<file path="config.mk">
export PLATFORM = sky130hd
export DESIGN_NAME = t_ff_mod_counter
export DESIGN_NICKNAME = d
export VERILOG_FILES = /design/src/rtl/seq_pkg.sv /design/src/rtl/t_ff_cell.sv /design/src/rtl/t_ff_mod_counter.sv
export SDC_FILE = /design/constraint.sdc
export NUM_CORES = 1
export LEC_CHECK = 0
export ABC_AREA = 0
export BUFFER_PORTS_ARGS = -buffer_cell sky130_fd_sc_hd__buf_2
export CORE_AREA = 2 2 39 41
export DETAILED_ROUTE_END_ITERATION = 12
export DIE_AREA = 0 0 41 43
export PLACE_DENSITY = 0.71
export SLEW_MARGIN = 5
export SYNTH_ARGS = -nofsm -noshare
export SYNTH_HDL_FRONTEND = slang
export SYNTH_SLANG_ARGS = --single-unit
</file>
<file path="constraint.sdc">
create_clock -name clk -period 1.47 [get_ports clk]
set_input_delay 0.2205 -clock clk [delete_from_list [all_inputs] [get_ports clk]]
set_output_delay 0.2205 -clock clk [all_outputs]
set_load 0.005 [all_outputs]
</file>
<file path="src/rtl/seq_pkg.sv">
// seq_pkg: shared constants and helpers for the T-flip-flop sequential library
package seq_pkg;

    localparam logic DIR_UP   = 1'b1;
    localparam logic DIR_DOWN = 1'b0;

    localparam int TOGGLE_MAX_WIDTH = 32;

    // Bits that must flip to move a T-cell register from cur to nxt; callers narrow the result.
    function automatic logic [TOGGLE_MAX_WIDTH-1:0] toggle_vec(
        input logic [TOGGLE_MAX_WIDTH-1:0] cur,
        input logic [TOGGLE_MAX_WIDTH-1:0] nxt
    );
        return cur ^ nxt;
    endfunction

endpackage

</file>
<file path="src/rtl/t_ff_cell.sv">
// t_ff_cell: edge-triggered T flip-flop with synchronous active-low reset
module t_ff_cell (
    input  logic clk,
    input  logic rst,
    input  logic t,
    output logic q
);

    // Clear on reset, otherwise flip when t is set.
    always_ff @(posedge clk) begin
        if (!rst) q <= 1'b0;
        else      q <= q ^ t;
    end

endmodule

</file>
<file path="src/rtl/t_ff_mod_counter.sv">
// t_ff_mod_counter: modulo-N up/down counter built from T flip-flop cells, cascadable via carry_out
module t_ff_mod_counter
    import seq_pkg::*;
#(
    parameter int WIDTH   = 4,
    parameter int MODULUS = 10
) (
    input  logic             clk,
    input  logic             rst,
    input  logic             en,
    input  logic             up,
    input  logic             load,
    input  logic [WIDTH-1:0] load_val,
    output logic [WIDTH-1:0] q,
    output logic             carry_out,
    output logic             load_err
);

    generate
        if (WIDTH < 1 || WIDTH > TOGGLE_MAX_WIDTH || MODULUS < 2 ||
            longint'(MODULUS) > (longint'(1) << WIDTH)) begin : g_bad_params
            $error("t_ff_mod_counter: MODULUS must lie in 2..2**WIDTH");
        end
    endgenerate

    // Terminal value fits WIDTH bits; MODULUS itself is widened by one bit so 2**WIDTH survives.
    localparam logic [WIDTH-1:0] TOP     = WIDTH'(MODULUS - 1);
    localparam logic [WIDTH:0]   MOD_EXT = (WIDTH + 1)'(MODULUS);

    logic [WIDTH-1:0] nxt;
    logic [WIDTH-1:0] t;
    logic             at_top;
    logic             at_bot;
    logic             in_range;

    // Next count from load/enable/direction, then the per-bit toggle vector toward it.
    always_comb begin
        at_top    = (q == TOP);
        at_bot    = (q == '0);
        in_range  = ({1'b0, load_val} < MOD_EXT);
        nxt       = load ? (in_range ? load_val : TOP) :
                    en   ? ((up == DIR_UP) ? (at_top ? '0 : q + 1'b1) :
                                             (at_bot ? TOP : q - 1'b1)) :
                           q;
        t         = WIDTH'(toggle_vec(TOGGLE_MAX_WIDTH'(q), TOGGLE_MAX_WIDTH'(nxt)));
        carry_out = rst & en & ~load & ((up == DIR_UP) ? at_top : at_bot);
    end

    for (genvar i = 0; i < WIDTH; i++) begin : g_cell
        t_ff_cell u_cell (
            .clk (clk),
            .rst (rst),
            .t   (t[i]),
            .q   (q[i])
        );
    end

    // Flag a clamped load for exactly the cycle after it; any other edge clears it.
    always_ff @(posedge clk) begin
        if (!rst) load_err <= 1'b0;
        else      load_err <= load & ~in_range;
    end

endmodule

</file>
==> out/qor.txt <==
Status = finished with violations
Failing checks = setup timing
Vias per cell = 5.54
Register share of total power = 31.6%
CP arrival = 1370 ps
Power per cell area = 739 mW/mm²
Final critical-path required period = 1590 ps
# placed instances = 91
CTS tree = yes
Post-route setup TNS = -194 ps
GRT Total Usage = 16.5%
Clock Skew = 8.24 ps
Cell Int Power = 0.355 mW
Met3 Resource Use GR = 3.66%
Post-Syn Area per Cell = 7.86 µm²
Adder-Cell Fraction of Synth Area = 7.46%
Drt first pass iters = 4
GPL Wtd Cong = 0.823
Clock power share = 30.7%
Peak Freq = 630 MHz
First-pass GRT wire length = 1.99 mm
Most common cell after layout, fill and taps aside = buf_2
Critical path required time = 1250 ps
Critical path depth in cells = 5
Worst slew pin tran = 491 ps
Post-route cell area = 713 µm²
Sum of buffers and inverters on the critical path = 2
Worst hold slack = 235 ps
Syn nets = 76
Synth Area in XOR/XNOR = 0%
Die H = 43 µm
Root Driver = clkbuf_4
Final WS setup = -118 ps
Yosys reg bits = 5
Vias in the first global route = 486
Htree depth = 1
Simple-gate share of the synthesized area = 27.4%
VDD IR max = 356 µV
Sw Ratio = 32.5%
Layout Cells excl Fill = 98
Initial Util = 36.3%
Reg clk slew, reported paths = 50 ps
Layout area overhead = 41.8%
Leak = 0.305 nW
Rows = 14
Final WL = 1.27 mm
YS warnings = 0
Hold Vio Cnt, Final = 0
Ports = 15
DR WL/cell = 12.9 µm
Clk sinks = 5
Placement Cell Area = 581 µm²
Clock buffer depth = 2
Setup violators final = 4
Post-synthesis compound-gate area fraction = 27.6%
Critical path startpoint category = flip-flop
Crit-path max cell delay = 340 ps
Synthesized cell area = 503 µm²
Max-Slew Margin vs Limit = 67.2%
Grt met1 use = 20.8%
DRT antenna net count = 0
NetSw = 0.171 mW
Vias after detailed routing = 543
Part of the Yosys area used for sequential elements = 19.9%
Crit share post-route = 108%
Die area = 0.00176 mm²
Grt met2 use = 25.3%
Die X = 41 µm
IO buf count = 14
Hold-critical path depth = 3
Cell family with the largest share of critical-path delay = simple AND/OR/NAND/NOR gates
CP endpoint kind = output pin
Crit Path Class = flip-flop to output pin
Worst R2R Path Depth = 6
Final Util = 51.5%
Main combinational cell family by area after synthesis = compound AO/OA/AOI/OAI gates
Global route overflow = 0
Placeable Area = 0.00138 mm²
Share of layout cells above drive strength 1 = 52.4%
Number of max-cap violations = 0
Comb pwr share = 37.7%
Distinct cell type count after synthesis = 30
DP HPWL = 902 µm
CP max-delay cell = dfxtp_2
Post-Synthesis Cells = 64
RSZ-0062 raised after global routing = true
Critical Path Fanout Max = 10
Final nets = 95
Mux share of post-synthesis cell area = 2.24%
Min-Delay Path Class = input port to flip-flop
Leading cell types in the layout, fill and taps excluded = 14 x buf_2, 9 x buf_4, 5 x nand2b_1
DRC viols = 0
DRT iter0 DRCs = 14
CTS Buf Count = 3
Initial antenna violation count = 0
Worst-skew pair later-pin latency = 240 ps
Largest net degree at the start of global routing = 15
Top Usage Layer GRT = met2
CP Cell Sequence = buf_4 > nor3b_2 > a31oi_1 > nor4_1 > buf_2
Diodes inserted = 0
CTS Hold Buffers Added = 0
Final-report max-slew violation count = 0
[layer usage]
| metal | up-vias | share of wire (%) |
|---|---|---|
| met5 | - | 0 |
| met4 | 0 | 0.63 |
| met3 | 2 | 4.4 |
| met2 | 17 | 52 |
| met1 | 257 | 43 |
| li1 | 267 | - |
[cell type report]
type	count	area [µm²]
clock buffers	4	26.3
fillers	140	671
inverters	5	23.8
multi-input cells	45	399
flip-flops and latches	5	106
well taps	16	20.0
repair buffers	23	138
[tightest hold or removal path, delay by kind of cell]
family,cells,cell delay [ps]
buffers and inverters,1,120
AND/OR/NAND/NOR,2,90
[power groups by stage]
stage	clock network [mW]	registers, mW	logic (mW)
global route	0.172	0.169	0.221
CTS	0.166	0.164	0.171
finish	0.162	0.166	0.199
floorplan	0	0.160	0.113
global placement	0	0.162	0.151
detailed placement	0	0.163	0.155
[state kept, by name, indices dropped and copies added, names as in the netlist]
name and flops:
load_err 1, g_cell.u_cell.q 4
[stage by stage]
step	power, mW	setup WS (ps)
floorplan	0.273	7.37
global route	0.562	-185
finish	0.527	-118
CTS	0.500	-157
detailed placement	0.318	10.1
global placement	0.314	26.2
[path summary, 6_finish.rpt]
check | from | endpoint | slack (ps)
worst max register to register | g_cell[1].u_cell.q | g_cell[0].u_cell.q | -40
worst min register to register | g_cell[1].u_cell.q | g_cell[1].u_cell.q | 720
worst max-delay path | g_cell[3].u_cell.q | carry_out | -120
worst min-delay path | rst | load_err | 240
[what timing repair did]
item / 4_1_cts / 5_1_grt
pin swaps: 2 / 9
buffers inserted: 1 / 2
resized for setup: 9 / 10
gates cloned: 0 / 0
setup endpoints to repair: 2 / 5
[logic make-up after synthesis]
| group | after synthesis |
|---|---|
| mux | 1 |
| compound gates | 18 |
| buf+inv | 14 |
| fa+ha+maj | 3 |
| simple gates | 23 |
| flops | 5 |
[cells in the mapped netlist, drive strengths merged]
cell	number	area, µm²
o211ai	1	7.51
nand2b	6	37.5
clkbuf	1	3.75
nor2	4	15.0
nand4b	2	17.5
nor3b	2	20.0
dfxtp	5	100
a22oi	1	7.51
a31oi	4	25.0
a21oi	3	15.0
and3b	1	8.76
mux2	1	11.3
ha	3	37.5
a2111oi	1	10.0
o311a	1	10.0
nand3	2	10.0
or3	1	6.26
nand2	3	11.3
buf	8	55.1
o21ai	3	15.0
o32ai	1	8.76
inv	5	18.8
nor4	1	6.26
o41ai	1	16.3
nor3	1	5.00
a221oi	2	23.8
Power figures use the tool's default switching activity.
